<file path="config.mk">
export PLATFORM = sky130hd
export DESIGN_NAME = pixel_point_op
export DESIGN_NICKNAME = d
export VERILOG_FILES = /design/src/rtl/pixel_ops_pkg.sv /design/src/rtl/pixel_alu.sv /design/src/rtl/pixel_point_op.sv
export SDC_FILE = /design/constraint.sdc
export NUM_CORES = 1
export LEC_CHECK = 0
export ABC_AREA = 0
export ABC_CLOCK_PERIOD_IN_PS = 800
export CORE_MARGIN = 2
export CORE_UTILIZATION = 32
export CTS_BUF_LIST = sky130_fd_sc_hd__clkbuf_16
export CTS_CLUSTER_DIAMETER = 50
export DETAILED_ROUTE_END_ITERATION = 12
export PLACE_DENSITY = 0.64
export RECOVER_POWER = 100
export SLEW_MARGIN = 10
export SYNTH_ARGS = -nofsm -noshare
export SYNTH_HDL_FRONTEND = slang
export SYNTH_HIERARCHICAL = 1
export SYNTH_SLANG_ARGS = --single-unit
</file>
<file path="constraint.sdc">
create_clock -name clk -period 0.8 [get_ports clk]
set_input_delay 0.12 -clock clk [delete_from_list [all_inputs] [get_ports clk]]
set_output_delay 0.12 -clock clk [all_outputs]
set_load 0.02 [all_outputs]
</file>
<file path="src/rtl/pixel_ops_pkg.sv">
// rtl/pixel_ops_pkg.sv - shared widths, operation codes and pixel limits for the point-op engine
package pixel_ops_pkg;

    localparam int DATA_W = 8;

    localparam logic [DATA_W-1:0] PIX_MAX = 8'd255;
    localparam logic [DATA_W-1:0] PIX_MIN = 8'd0;

    typedef enum logic [1:0] {
        OP_BRIGHTEN = 2'b00,
        OP_DARKEN   = 2'b01,
        OP_THRESH   = 2'b10,
        OP_INVERT   = 2'b11
    } pixel_op_e;

endpackage

</file>
<file path="src/rtl/pixel_alu.sv">
// rtl/pixel_alu.sv - combinational per-pixel operation datapath
module pixel_alu
    import pixel_ops_pkg::*;
#(
    parameter int W = DATA_W
) (
    input  logic [1:0]   op_i,
    input  logic [W-1:0] pixel_i,
    input  logic [W-1:0] value_i,
    input  logic [W-1:0] threshold_i,
    output logic [W-1:0] result_o
);

    logic [W:0]   sum;
    logic [W:0]   diff;
    logic [W-1:0] all_ones;
    pixel_op_e    op;

    assign op       = pixel_op_e'(op_i);
    assign all_ones = {W{1'b1}};

    // One extra bit exposes carry (add) or borrow (subtract) for saturation.
    assign sum  = {1'b0, pixel_i} + {1'b0, value_i};
    assign diff = {1'b0, pixel_i} - {1'b0, value_i};

    always_comb begin
        result_o = '0;
        unique case (op)
            OP_BRIGHTEN: result_o = sum[W]  ? all_ones : sum[W-1:0];
            OP_DARKEN:   result_o = diff[W] ? '0       : diff[W-1:0];
            OP_THRESH:   result_o = (pixel_i >= threshold_i) ? all_ones : '0;
            OP_INVERT:   result_o = ~pixel_i;
            default:     result_o = '0;
        endcase
    end

endmodule

</file>
<file path="src/rtl/pixel_point_op.sv">
// rtl/pixel_point_op.sv - registered point-operation engine, one pixel per clock
module pixel_point_op
    import pixel_ops_pkg::*;
#(
    parameter int DATA_W = pixel_ops_pkg::DATA_W
) (
    input  logic              clk,
    input  logic              rst_n,
    input  logic [1:0]        select,
    input  logic [DATA_W-1:0] value,
    input  logic [DATA_W-1:0] threshold,
    input  logic [DATA_W-1:0] inbyte,
    output logic [DATA_W-1:0] outbyte
);

    logic [DATA_W-1:0] outbyte_d;
    logic [DATA_W-1:0] outbyte_q;

    pixel_alu #(
        .W (DATA_W)
    ) u_alu (
        .op_i        (select),
        .pixel_i     (inbyte),
        .value_i     (value),
        .threshold_i (threshold),
        .result_o    (outbyte_d)
    );

    // Operands are sampled alongside the pixel; no mode is held between pixels.
    always_ff @(posedge clk or negedge rst_n) begin
        if (!rst_n) begin
            outbyte_q <= '0;
        end else begin
            outbyte_q <= outbyte_d;
        end
    end

    assign outbyte = outbyte_q;

endmodule

</file>
## Word level (Yosys, flattened, before mapping)

Cells that the tools add are included.

- Output and inout port bits: 8
- Input port bits: 28
- Word-level logic and storage cells: 13
- Register bits after elaboration: 8

- $add $sub $neg: 2
- Reductions and logical operators: 1
- Eq/ne operators: 3
- Magnitude comparators: 1
- Mux-type cells: 4
- Bitwise operators: 1

Operators by type and width:

| cell | number |
|---|---|
| $pmux W8 S4 | 1 |
| $mux W8 | 3 |
| $add A8 B8 Y9 | 1 |
| $sub A8 B8 Y9 | 1 |
| $ge A8 B8 Y1 | 1 |
| $not A8 Y8 | 1 |
| $eq A2 B2 Y1 const B | 2 |
| $eq A2 B1 Y1 const B | 1 |
| $logic_not A2 Y1 | 1 |

## Longest topological paths before layout

Gate-level depths: netlist (run 1).

- Word-level depth: 3
- Depth in mapped cells: 11
- Mapped depth without buffers: 10

## Hierarchy

Netlist (run 1), hierarchy kept.

By module, submodules not included:

| module | instances | area each (um^2) | seq. area each (um^2) | cells an instance |
|---|---|---|---|---|
| pixel_alu | 1 | 1156.1 | 0.0 | 154 |
| pixel_point_op | 1 | 200.2 | 200.2 | 8 |

## Worst setup path before layout (run 1)

Ideal clock, no wire load.

- Kind: in2reg
- Start: input inbyte[0]
- End: register outbyte_q[4], in the netlist outbyte[4]
- Data arrival time: 1.721 ns
- Buffers on the path: 1
- Required time: 0.681 ns
- Library setup time: 0.119 ns
- Cell stages on the path: 11
- Path slack: -1.040 ns
- Cell sequence: inv_1 > ha_1 > inv_1 > fa_1 > a211oi_4 > o21ai_1 > and3b_1 > buf_6 > o211ai_1 > o211ai_1 > and2_1

- Word-level cells in the longest chain between the ends: 3
- Elaborated cells between the ends (all ways): 7
- Those cells by class: add/sub (2); order compare (1); mux (4)

RTL lines:

| what | line | RTL |
|---|---|---|
| from (decl) | pixel_point_op.sv:12 | `input logic [DATA_W-1:0] inbyte,` |
| $sub A8 B8 Y9 (tied with other cells) | pixel_alu.sv:24 | `assign diff = {1'b0, pixel_i} - {1'b0, value_i};` |
| $mux W8 (on tied branches) | pixel_alu.sv:30, pixel_alu.sv:29, pixel_alu.sv:31 |  |
| $pmux W8 S4 (*) | pixel_alu.sv:28 | `unique case (op)` |
| named net outbyte_d[4] | pixel_point_op.sv:16 | `logic [DATA_W-1:0] outbyte_d;` |
| to (signal assigned) | pixel_point_op.sv:34 | `outbyte_q <= outbyte_d;` |
| to (decl) | pixel_point_op.sv:17 | `logic [DATA_W-1:0] outbyte_q;` |

Mark *: on every way through the listed nets, which the timed path passes. The rest lies on a longest branch.

## Final worst setup path (run 1)

- Start: input inbyte[0]
- End: register outbyte_q[0], in the netlist outbyte[0]

The elaborated chain is that of the path after synthesis.

==> results of run 1 <==
[repair_timing]
item / in CTS / in global routing
setup endpoints to repair: 16 / 16
buffers inserted: 5 / 3
pin swaps: 16 / 15
gates resized for setup: 87 / 24
[cell usage in the layout (no fill, tap or decap), types with 4 or more instances in the layout]
cell and n:
sky130_fd_sc_hd__inv_2 6, sky130_fd_sc_hd__dfrtp_1 8, sky130_fd_sc_hd__dlygate4sd2_1 8, sky130_fd_sc_hd__nor3_1 4
sky130_fd_sc_hd__o21a_1 4, sky130_fd_sc_hd__ha_4 9, sky130_fd_sc_hd__o21ai_0 5, sky130_fd_sc_hd__xnor2_1 4
sky130_fd_sc_hd__buf_4 35, sky130_fd_sc_hd__nor2_1 6, sky130_fd_sc_hd__nand2_1 9, sky130_fd_sc_hd__inv_1 19
sky130_fd_sc_hd__buf_6 11, sky130_fd_sc_hd__o21ai_1 4, sky130_fd_sc_hd__clkdlybuf4s50_1 13, sky130_fd_sc_hd__a21oi_1 7
sky130_fd_sc_hd__or2_2 4, sky130_fd_sc_hd__ha_1 14
[path summary, 6_finish.rpt]
path	startpoint	end	slack (ns)	cells after the start
setup / recovery	inbyte[0]	outbyte[0]$_DFF_PN0_	-1.03	10
hold / removal	rst_n	outbyte[1]$_DFF_PN0_	0.23	1
max in group asynchronous	rst_n	outbyte[6]$_DFF_PN0_	0.32	1
min in group clk	value[0]	outbyte[0]$_DFF_PN0_	0.36	4
[area by class of cell]
type	instances	area (sq um)	area share [%]
Clock buffer	3	75.1	3.24
Inverter	26	110	4.75
Multi-Input combinational cell	123	1190	51.4
Sequential cell	8	200	8.63
Tap cell	50	62.6	2.70
Timing Repair Buffer	74	679	29.3
[routing by layer]
layer | up-vias | track usage (%) | part of all wire (%)
met2 | 38 | 26.5 | 51
li1 | 712 | - | -
met3 | 8 | 2.05 | 4.5
met5 | - | 0 | 0
met1 | 614 | 18.7 | 42
met4 | 0 | 6.97 | 1.9
[critical path: cells and delay by family]
kind / cells / cell delay, ns
compound gates: 4 / 0.82
fa+ha+maj: 2 / 0.54
buf+inv: 2 / 0.24
simple gates: 2 / 0.23
[power groups by stage]
stage	registers [mW]	clock network, mW	logic, mW
floorplan	0.560	0	0.632
CTS	0.489	0.853	1.36
global placement	0.480	0	1.24
global route	0.497	0.864	1.59
finish	0.488	0.832	1.46
detailed placement	0.480	0	1.26
[cell families after synthesis]
| family | after synthesis | share of synthesized area [%] |
|---|---|---|
| buffers and inverters | 31 | 10.9 |
| and+or+nand+nor | 45 | 18.5 |
| AOI/OAI and AO/OA | 44 | 25.6 |
| muxes | 1 | 0.738 |
| xor gates and xnor gates | 7 | 4.52 |
| DFF | 8 | 14.8 |
| adders and majority gates | 26 | 25.1 |
[through the flow]
stage / cell area (sq um) / power, mW / instances
floorplan: 1410 / 1.19 / 162
global placement: 2010 / 1.72 / 274
detailed placement: 2010 / 1.74 / 274
CTS: 2200 / 2.70 / 282
global route: 2320 / 2.95 / 284
finish: 2320 / 2.78 / 284
==> flow_metrics.py, run 1 <==
metrics = {
    "outcome": {
        "run_status": "finished with violations",
        "failing_checks": "setup timing",
    },
    "routing": {
        "post-route-drc-count": 0,
        "drt-pass1-iter-count": 4,
        "post_drt_via_cell_ratio": 4.83,
        "dr.first_iter.drc_count": 64,
        "routed_wl_microns": 3700,
        "antenna_violating_nets_post_route": 0,
        "route.detailed.wl_per_inst_microns": 13.0,
        "dr_total_vias": 1372,
    },
    "global_route": {
        "grt_max_degree": 9,
        "first_pass_grt_wire_length_microns": 6000,
        "grt_overflow": 0,
        "global_route.usage.total_pct": 15.3,
        "via_count_of_the_first_global_routing_pass": 1385,
        "number_of_antenna_violations_at_the_first_check_in_global_routing": 0,
    },
    "sta": {
        "max_slew_headroom_pct": 76.1,
        "timing_hold_violations_final": 0,
        "finalSetupViolations": 16,
        "timing.fmax_ghz": 0.545,
        "tightest_slew_ns": 0.355,
        "period_share_pct": 229,
        "post-route-worst-setup-slack_ns": -1.03,
        "maxSlewViolCount": 0,
        "finalSetupTns_ns": -8.01,
        "period_needed_ns": 1.83,
        "hold-worst-slack_ns": 0.228,
        "rsz_0062_raised_after_global_routing": "true",
    },
    "placed_design": {
        "dp_worst_setup_slack_ns": -1.65,
        "routability_congestion_estimate": 0.800,
        "dp_hpwl_microns": 2940,
        "port_buffers": 35,
    },
    "clock_tree": {
        "htree_levels": 1,
        "root_buffer": "sky130_fd_sc_hd__clkbuf_16",
        "total_cts_buffers": 3,
        "reg_clk_slew_reported_paths_ns": 0.04,
        "cts.path.max_buffers": 2,
        "cts.sinks": 8,
        "cts-hold-fix-buffers": 0,
        "cts_tree": "done",
    },
    "synthesis": {
        "async_flop_share_pct": 100,
        "synth_sequential_area_ratio_pct": 14.8,
        "post_synth_instance_area_sq_um": 1360,
        "ys_seq_elements": 8,
        "synthDominantAreaCellType": "sky130_fd_sc_hd__ha_1",
        "synth-main-ff-cell": "sky130_fd_sc_hd__dfrtp_1",
        "count_of_flip_flops_with_a_built_in_enable_after_synthesis": 0,
        "synth_commonest_cells": "sky130_fd_sc_hd__inv_1 (25), sky130_fd_sc_hd__ha_1 (24), sky130_fd_sc_hd__nand2_1 (9)",
        "yosysWarnings": 6,
        "synth.net_count": 216,
        "post-synth-top-area-fraction_pct": 22.1,
        "netlist_instances": 162,
        "synth.most_common_cell": "sky130_fd_sc_hd__inv_1",
        "post_synth.cell_area_avg_sq_um": 8.37,
        "netlist_top_cells_area": "sky130_fd_sc_hd__ha_1 (22%), sky130_fd_sc_hd__dfrtp_1 (15%), sky130_fd_sc_hd__inv_1 (6.9%)",
        "ys_types": 48,
    },
    "die": {
        "floorplan.initialDensity_pct": 33.7,
        "floorplan_die_width_microns": 69.1,
        "placementRows": 23,
        "floorplan.io_pins": 36,
        "core_area_sq_um": 4030,
        "floorplan.die_area_sq_um": 4780,
        "die_h_microns": 69.1,
    },
    "finish": {
        "drive_above_1_share_pct": 41.5,
        "final_core_util_pct": 57.6,
        "design.final.nets": 290,
        "fill_cell_count": 355,
        "syn_to_final_growth_pct": 71.0,
        "largest_register_ffs": 8,
        "n_antenna_cell": 0,
    },
    "critical_path": {
        "cp_max_fo": 3,
        "timing_worst_setup_path_type": "in -> reg",
        "crit_path_end_kind": "flop",
        "setup.worst_path.start_class": "input pin",
        "required_ns": 0.92,
        "crit_arrival_ns": 1.95,
        "path_cells": "buf_12 -> ha_4 -> fa_2 -> nor2b_4 -> o21bai_4 -> a221oi_4 -> buf_6 -> o31ai_4 -> nand2_1 -> a22o_1",
        "slowest_stage": "sky130_fd_sc_hd__fa_2",
        "timing.critical_path.slowest_cell_delay_ns": 0.39,
    },
    "pwr": {
        "clockPowerShare_pct": 30.0,
        "seqPwrFrac_pct": 17.6,
        "static-leakage-power_nw": 1.07,
        "vdd_ir_drop_max_mv": 0.425,
        "total_switching_power_uw": 875,
        "internal-power_mw": 1.90,
        "share_comb_of_total_power_pct": 52.5,
        "swShare_pct": 31.5,
        "power_per_cell_area_nw_per_um2": 1200,
    },
    "job": {
        "timing.max_cap.violations": 0,
    },
    "min_path": {
        "min_path_type": "in -> async",
    },
}
Note: power is estimated with default switching activity, not from simulation.
==> inputs of run 2 (changes only) <==
--- a/config.mk
+++ b/config.mk
@@ -8,14 +8,13 @@
 export ABC_AREA = 0
 export ABC_CLOCK_PERIOD_IN_PS = 800
 export CORE_MARGIN = 2
-export CORE_UTILIZATION = 32
+export CORE_UTILIZATION = 29
 export CTS_BUF_LIST = sky130_fd_sc_hd__clkbuf_16
 export CTS_CLUSTER_DIAMETER = 50
 export DETAILED_ROUTE_END_ITERATION = 12
-export PLACE_DENSITY = 0.64
+export PLACE_DENSITY = 0.6
 export RECOVER_POWER = 100
 export SLEW_MARGIN = 10
 export SYNTH_ARGS = -nofsm -noshare
 export SYNTH_HDL_FRONTEND = slang
-export SYNTH_HIERARCHICAL = 1
 export SYNTH_SLANG_ARGS = --single-unit
==> run 2 against run 1 <==
The flow still finishes with violations (setup timing). Critical path type unchanged. Critical path depth rose by 2. Synthesized cell count fell by 0.62%. Clock power rose by 0.6%. Sequential share of layout area fell by 0.44 points. Synthesized area fell by 2.3%. Wire length fell by 1.0%. Combinational power rose by 11%. Final area rose by 5.3%. Power rose by 6.2%. Largest cell class unchanged. Core utilization fell by 1.8 points.
==> flow_metrics.py, run 2 <==
metrics = {
    "outcome": {
        "run_status": "finished with violations",
        "failing_checks": "setup timing",
    },
    "synthesis": {
        "ys_types": 46,
        "netlist_instances": 161,
        "synth-main-ff-cell": "sky130_fd_sc_hd__dfrtp_1",
        "count_of_flip_flops_with_a_built_in_enable_after_synthesis": 0,
        "ys_seq_elements": 8,
        "synth.most_common_cell": "sky130_fd_sc_hd__ha_1",
        "post_synth_instance_area_sq_um": 1330,
        "synth.net_count": 215,
        "synth_sequential_area_ratio_pct": 15.1,
        "netlist_top_cells_area": "sky130_fd_sc_hd__ha_1 (23%), sky130_fd_sc_hd__dfrtp_1 (15%), sky130_fd_sc_hd__a21oi_1 (5.7%)",
        "yosysWarnings": 0,
        "synthDominantAreaCellType": "sky130_fd_sc_hd__ha_1",
        "synth_commonest_cells": "sky130_fd_sc_hd__ha_1 (24), sky130_fd_sc_hd__inv_1 (20), sky130_fd_sc_hd__a21oi_1 (15), sky130_fd_sc_hd__nor2_1 (15), sky130_fd_sc_hd__o21ai_0 (12)",
        "post-synth-top-area-fraction_pct": 22.7,
        "post_synth.cell_area_avg_sq_um": 8.23,
        "async_flop_share_pct": 100,
    },
    "finish": {
        "syn_to_final_growth_pct": 84.4,
        "n_antenna_cell": 0,
        "most-common-layout-cells": "sky130_fd_sc_hd__buf_4 (49), sky130_fd_sc_hd__nor2_1 (15), sky130_fd_sc_hd__ha_1 (11), sky130_fd_sc_hd__clkbuf_2 (11), sky130_fd_sc_hd__buf_6 (11)",
        "design.final.nets": 302,
        "largest_register_ffs": 8,
        "final_core_util_pct": 55.7,
        "drive_above_1_share_pct": 55.3,
        "layout.cells.most_common": "sky130_fd_sc_hd__buf_4",
    },
    "die": {
        "die_h_microns": 71.6,
        "floorplan.io_pins": 36,
        "placementRows": 24,
        "floorplan.die_area_sq_um": 5130,
        "floorplan_die_width_microns": 71.6,
        "floorplan.initialDensity_pct": 30.2,
        "core_area_sq_um": 4380,
    },
    "job": {
        "timing.max_cap.violations": 0,
    },
    "pwr": {
        "power_mw": 2.95,
        "static-leakage-power_nw": 1.14,
        "power_per_cell_area_nw_per_um2": 1210,
        "vdd_ir_drop_max_mv": 0.651,
    },
    "placed_design": {
        "dp_hpwl_microns": 2930,
        "port_buffers": 35,
        "routability_congestion_estimate": 0.844,
    },
    "sta": {
        "maxSlewViolCount": 0,
        "finalSetupTns_ns": -7.01,
        "rsz_0062_raised_after_global_routing": "true",
        "finalSetupViolations": 16,
        "post-route-worst-setup-slack_ns": -0.875,
        "period_needed_ns": 1.68,
        "timing.fmax_ghz": 0.597,
        "max_slew_headroom_pct": 75.9,
        "period_share_pct": 209,
        "tightest_slew_ns": 0.357,
        "timing_hold_violations_final": 0,
    },
    "routing": {
        "routed_wl_microns": 3660,
        "route.detailed.wl_per_inst_microns": 12.3,
        "drt-pass1-iter-count": 4,
        "dr.first_iter.drc_count": 50,
        "dr_total_vias": 1438,
        "post-route-drc-count": 0,
        "post_drt_via_cell_ratio": 4.83,
        "antenna_violating_nets_post_route": 0,
    },
    "clock_tree": {
        "cts.path.max_buffers": 2,
        "cts.sinks": 8,
        "cts_tree": "done",
        "htree_levels": 1,
        "reg_clk_slew_reported_paths_ns": 0.04,
        "root_buffer": "sky130_fd_sc_hd__clkbuf_16",
        "cts-hold-fix-buffers": 0,
        "total_cts_buffers": 3,
    },
    "critical_path": {
        "required_ns": 0.92,
        "cp_max_fo": 4,
        "crit_arrival_ns": 1.79,
        "setup.worst_path.start_class": "input pin",
        "crit_path_end_kind": "flop",
        "timing_worst_setup_path_type": "in -> reg",
    },
    "global_route": {
        "via_count_of_the_first_global_routing_pass": 1379,
        "global_route.usage.total_pct": 14.6,
        "grt_max_degree": 9,
        "grt_overflow": 0,
        "number_of_antenna_violations_at_the_first_check_in_global_routing": 0,
        "first_pass_grt_wire_length_microns": 5910,
    },
    "min_path": {
        "min_path_type": "in -> reg",
    },
}
[run 2: cell count changes in the layout (fill, tap and decap cells not counted), moves of 4 or more]
cell,change
sky130_fd_sc_hd__inv_2,+4
sky130_fd_sc_hd__inv_1,-11
sky130_fd_sc_hd__clkbuf_2,+11
sky130_fd_sc_hd__buf_4,+14
sky130_fd_sc_hd__nor2_1,+9
sky130_fd_sc_hd__a21oi_2,+7
sky130_fd_sc_hd__nand2_1,-6
sky130_fd_sc_hd__dlygate4sd2_1,-5
sky130_fd_sc_hd__clkdlybuf4s50_1,-10
[run 2: worst paths after layout]
kind | startpoint | endpoint | cells after the start | slack, ns
max | inbyte[0] | outbyte[4]$_DFF_PN0_ | 12 | -0.88
min | value[0] | outbyte[0]$_DFF_PN0_ | 3 | 0.21
max in group asynchronous | rst_n | outbyte[2]$_DFF_PN0_ | 1 | 0.32
min in group asynchronous | rst_n | outbyte[6]$_DFF_PN0_ | 1 | 0.23
[run 2: area by class of cell]
cell class                 count  area [sq um]
inverter                      20          92.6
timing repair buffer          86           713
tap                           52          65.1
fill                         407          1940
multi-input combinational    129          1300
clock buffer                   3          75.1
sequential                     8           200
[run 2: report_power, final]
group	leakage [nW]	switching [mW]	internal, mW
Combinational	1.00	0.748	0.869
Sequential	0.0962	0.0255	0.466
Clock	0.0370	0.194	0.644
[run 2: critical path: stages]
cell and delay (ns):
sky130_fd_sc_hd__buf_12 0.11, sky130_fd_sc_hd__inv_12 0.04, sky130_fd_sc_hd__ha_4 0.12, sky130_fd_sc_hd__inv_2 0.04
sky130_fd_sc_hd__fa_2 0.37, sky130_fd_sc_hd__a211oi_2 0.25, sky130_fd_sc_hd__o21ai_1 0.08, sky130_fd_sc_hd__o211ai_1 0.16
sky130_fd_sc_hd__a211oi_4 0.14, sky130_fd_sc_hd__buf_4 0.16, sky130_fd_sc_hd__a21oi_4 0.14, sky130_fd_sc_hd__a21oi_2 0.04
[run 2: layer usage]
metal | global-route usage (%) | wire length [microns] | up-vias
li1 | - | - | 736
met1 | 18.8 | 1690 | 658
met2 | 25.2 | 1750 | 39
met3 | 0.844 | 159 | 5
met4 | 6.29 | 61 | 0
met5 | 0 | 0 | -
[run 2: stage by stage]
step	setup slack [ns]	hold slack, ns	instances	instance area, sq um
2_1_floorplan	-0.768	-0.176	161	1430
3_3_place_gp	-1.55	0.409	286	2120
3_5_place_dp	-1.69	0.416	286	2120
4_1_cts	-0.955	0.170	297	2390
5_1_grt	-0.937	0.218	298	2440
6_report	-0.875	0.214	298	2440
[run 2: kinds of logic (layout without fill, tap and decap cells)]
| family | Yosys count | count (layout) | share of synthesized area [%] |
|---|---|---|---|
| AO/OA/AOI/OAI | 52 | 52 | 27.1 |
| AND/OR/NAND/NOR | 40 | 40 | 16.2 |
| adder cells (fa/ha/maj) | 26 | 26 | 25.7 |
| buffers and inverters | 24 | 109 | 8.31 |
| XOR/XNOR | 9 | 9 | 5.95 |
| flip-flops | 8 | 8 | 15.1 |
| multiplexers | 2 | 2 | 1.61 |
[run 2: timing repair]
action                                  4_1_cts  5_1_grt
endpoints found under the setup margin       16       16
gates resized for setup                     110       49
buffers inserted                              8        3
pin swaps                                    18       22
==> inputs of run 3 (changes only) <==
--- a/config.mk
+++ b/config.mk
@@ -7,7 +7,6 @@
 export LEC_CHECK = 0
 export ABC_AREA = 0
 export ABC_CLOCK_PERIOD_IN_PS = 800
-export CORE_MARGIN = 2
 export CORE_UTILIZATION = 29
 export CTS_BUF_LIST = sky130_fd_sc_hd__clkbuf_16
 export CTS_CLUSTER_DIAMETER = 50
==> run 3 against run 2 <==
The run still ends with setup timing left. Sequential share of layout area decreased by 0.13 points. Cell count grew 0.34%. Global-route usage up 1.2 points. Core utilization increased by 0.88 points. Via count fell by 2.8%. Count of clock-buffer cells in the layout stayed put. Critical path type unchanged. Highest routed layer unchanged.
==> flow_metrics.py, run 3 (synthesized netlist as in run 2, its figures left out) <==
metrics = {
    "outcome": {
        "run_status": "finished with violations",
        "failing_checks": "setup timing",
    },
    "finish": {
        "fill_cell_count": 403,
        "drive_above_1_share_pct": 50.2,
        "design.final.nets": 303,
        "most-common-layout-cells": "sky130_fd_sc_hd__buf_4 (48), sky130_fd_sc_hd__nor2_1 (15), sky130_fd_sc_hd__ha_1 (13), sky130_fd_sc_hd__buf_6 (13), sky130_fd_sc_hd__dlygate4sd2_1 (12)",
        "syn_to_final_growth_pct": 87.3,
        "layout.cells.most_common": "sky130_fd_sc_hd__buf_4",
        "n_antenna_cell": 0,
        "area.sequential_sq_um": 200,
        "multi_input_gate_area_in_the_final_layout_sq_um": 1290,
        "largest_register_ffs": 8,
    },
    "placed_design": {
        "dp_hpwl_microns": 2870,
        "port_buffers": 35,
        "dp_worst_setup_slack_ns": -1.69,
        "routability_congestion_estimate": 0.840,
    },
    "clock_tree": {
        "htree_levels": 1,
        "cts_tree": "done",
        "cts-hold-fix-buffers": 0,
        "root_buffer": "sky130_fd_sc_hd__clkbuf_16",
        "reg_clk_slew_reported_paths_ns": 0.04,
        "cts.sinks": 8,
        "total_cts_buffers": 3,
        "cts.path.max_buffers": 2,
    },
    "sta": {
        "timing.fmax_ghz": 0.576,
        "hold-worst-slack_ns": 0.237,
        "rsz_0062_raised_after_global_routing": "true",
        "finalSetupViolations": 16,
        "max_slew_headroom_pct": 75.3,
        "post-route-worst-setup-slack_ns": -0.936,
        "tightest_slew_ns": 0.367,
        "period_needed_ns": 1.74,
        "timing_hold_violations_final": 0,
        "maxSlewViolCount": 0,
        "period_share_pct": 217,
    },
    "die": {
        "floorplan.initialDensity_pct": 30.2,
        "core_area_sq_um": 4380,
        "floorplan.io_pins": 36,
        "placementRows": 24,
        "floorplan_die_width_microns": 69.6,
        "floorplan.die_area_sq_um": 4840,
        "die_h_microns": 69.6,
    },
    "critical_path": {
        "setup.worst_path.start_class": "input pin",
        "cp-startpoint": "inbyte[0]",
        "timing.critical_path.slowest_cell_delay_ns": 0.37,
        "crit_arrival_ns": 1.85,
        "cp_max_fo": 3,
        "slowest_stage": "sky130_fd_sc_hd__fa_2",
        "timing_worst_setup_path_type": "in -> reg",
        "cpMostUsedCell": "sky130_fd_sc_hd__buf_6",
        "crit_path_end_kind": "flop",
        "path_cells": "buf_6 -> buf_6 -> inv_12 -> ha_4 -> inv_2 -> fa_2 -> a211oi_2 -> o21ai_1 -> o211ai_1 -> a211oi_4 -> buf_4 -> a21oi_2 -> a21oi_1",
        "required_ns": 0.91,
    },
    "pwr": {
        "vdd_ir_drop_max_mv": 0.759,
        "swShare_pct": 32.7,
        "static-leakage-power_nw": 1.14,
        "power_mw": 2.95,
        "total_switching_power_uw": 964,
        "clockPowerShare_pct": 28.3,
        "seqPwrFrac_pct": 16.7,
        "power_per_cell_area_nw_per_um2": 1190,
        "internal-power_mw": 1.98,
        "share_comb_of_total_power_pct": 55.0,
    },
    "min_path": {
        "min_path_type": "in -> async",
    },
    "global_route": {
        "global_route.usage.total_pct": 15.8,
        "number_of_antenna_violations_at_the_first_check_in_global_routing": 0,
        "grt_max_degree": 9,
        "grt_overflow": 0,
        "via_count_of_the_first_global_routing_pass": 1374,
        "first_pass_grt_wire_length_microns": 6120,
    },
    "routing": {
        "drt-pass1-iter-count": 4,
        "routed.top_layer": "met4",
        "dr.first_iter.drc_count": 26,
        "post-route-drc-count": 0,
        "route.detailed.wl_per_inst_microns": 11.9,
        "wl_met3_microns": 98,
        "antenna_violating_nets_post_route": 0,
        "met2WireLength_microns": 1700,
        "post_drt_via_cell_ratio": 4.68,
        "dr_total_vias": 1398,
        "met1Wirelength_microns": 1700,
        "routed_wl_microns": 3560,
    },
    "job": {
        "timing.max_cap.violations": 0,
    },
}
-- run 3: metrics by stage --
stage / std cells / TNS (ns) / util (%) / cell area, sq um
2_1_floorplan: 161 / -6.10 / - / 1430
3_3_place_gp: 289 / -14.08 / 48.8 / 2140
3_5_place_dp: 289 / -14.86 / 48.8 / 2140
4_1_cts: 299 / -7.76 / 55.3 / 2430
5_1_grt: 299 / -8.75 / 56.6 / 2480
6_report: 299 / -7.64 / 56.6 / 2480
-- run 3: power by group through the flow --
stage | Combinational (mW) | Sequential, mW | Clock [mW]
global route | 1.77 | 0.499 | 0.877
detailed placement | 1.40 | 0.483 | 0
floorplan | 0.701 | 0.564 | 0
global placement | 1.40 | 0.483 | 0
CTS | 1.58 | 0.492 | 0.852
finish | 1.62 | 0.492 | 0.835
-- run 3: layout make-up --
| cell class | count | share of cell area [%] |
|---|---|---|
| Clock buffer | 3 | 3.02 |
| Inverter | 20 | 3.73 |
| Multi-Input combinational cell | 129 | 52.2 |
| Sequential cell | 8 | 8.06 |
| Tap cell | 52 | 2.62 |
| Timing Repair Buffer | 87 | 30.4 |
-- run 3: final timing paths --
| kind | endpoint | slack (ns) | cells after the start |
|---|---|---|---|
| worst min-delay path | outbyte[7]$_DFF_PN0_ | 0.24 | 1 |
| worst max-delay path | outbyte[1]$_DFF_PN0_ | -0.94 | 13 |
| max in group asynchronous | outbyte[1]$_DFF_PN0_ | 0.30 | 1 |
| min in group clk | outbyte[0]$_DFF_PN0_ | 0.32 | 4 |
-- run 3: critical path: cells and delay by family --
kind,cells,cell delay [ns]
compound gates,6,0.79
buf+inv,5,0.44
fa+ha+maj,2,0.49
-- run 3: timing repair --
| action | 4_1_cts | 5_1_grt |
|---|---|---|
| buffers inserted | 8 | 2 |
| resized for setup | 111 | 20 |
| setup endpoints to repair | 16 | 16 |
| pin swaps | 19 | 14 |
| cloned | 0 | 0 |
-- run 3: layer usage --
metal	GRT usage, %	vias to the layer above
met5	0	-
met4	4.99	0
met3	1.74	7
met2	26.8	27
met1	21.0	622
li1	-	742
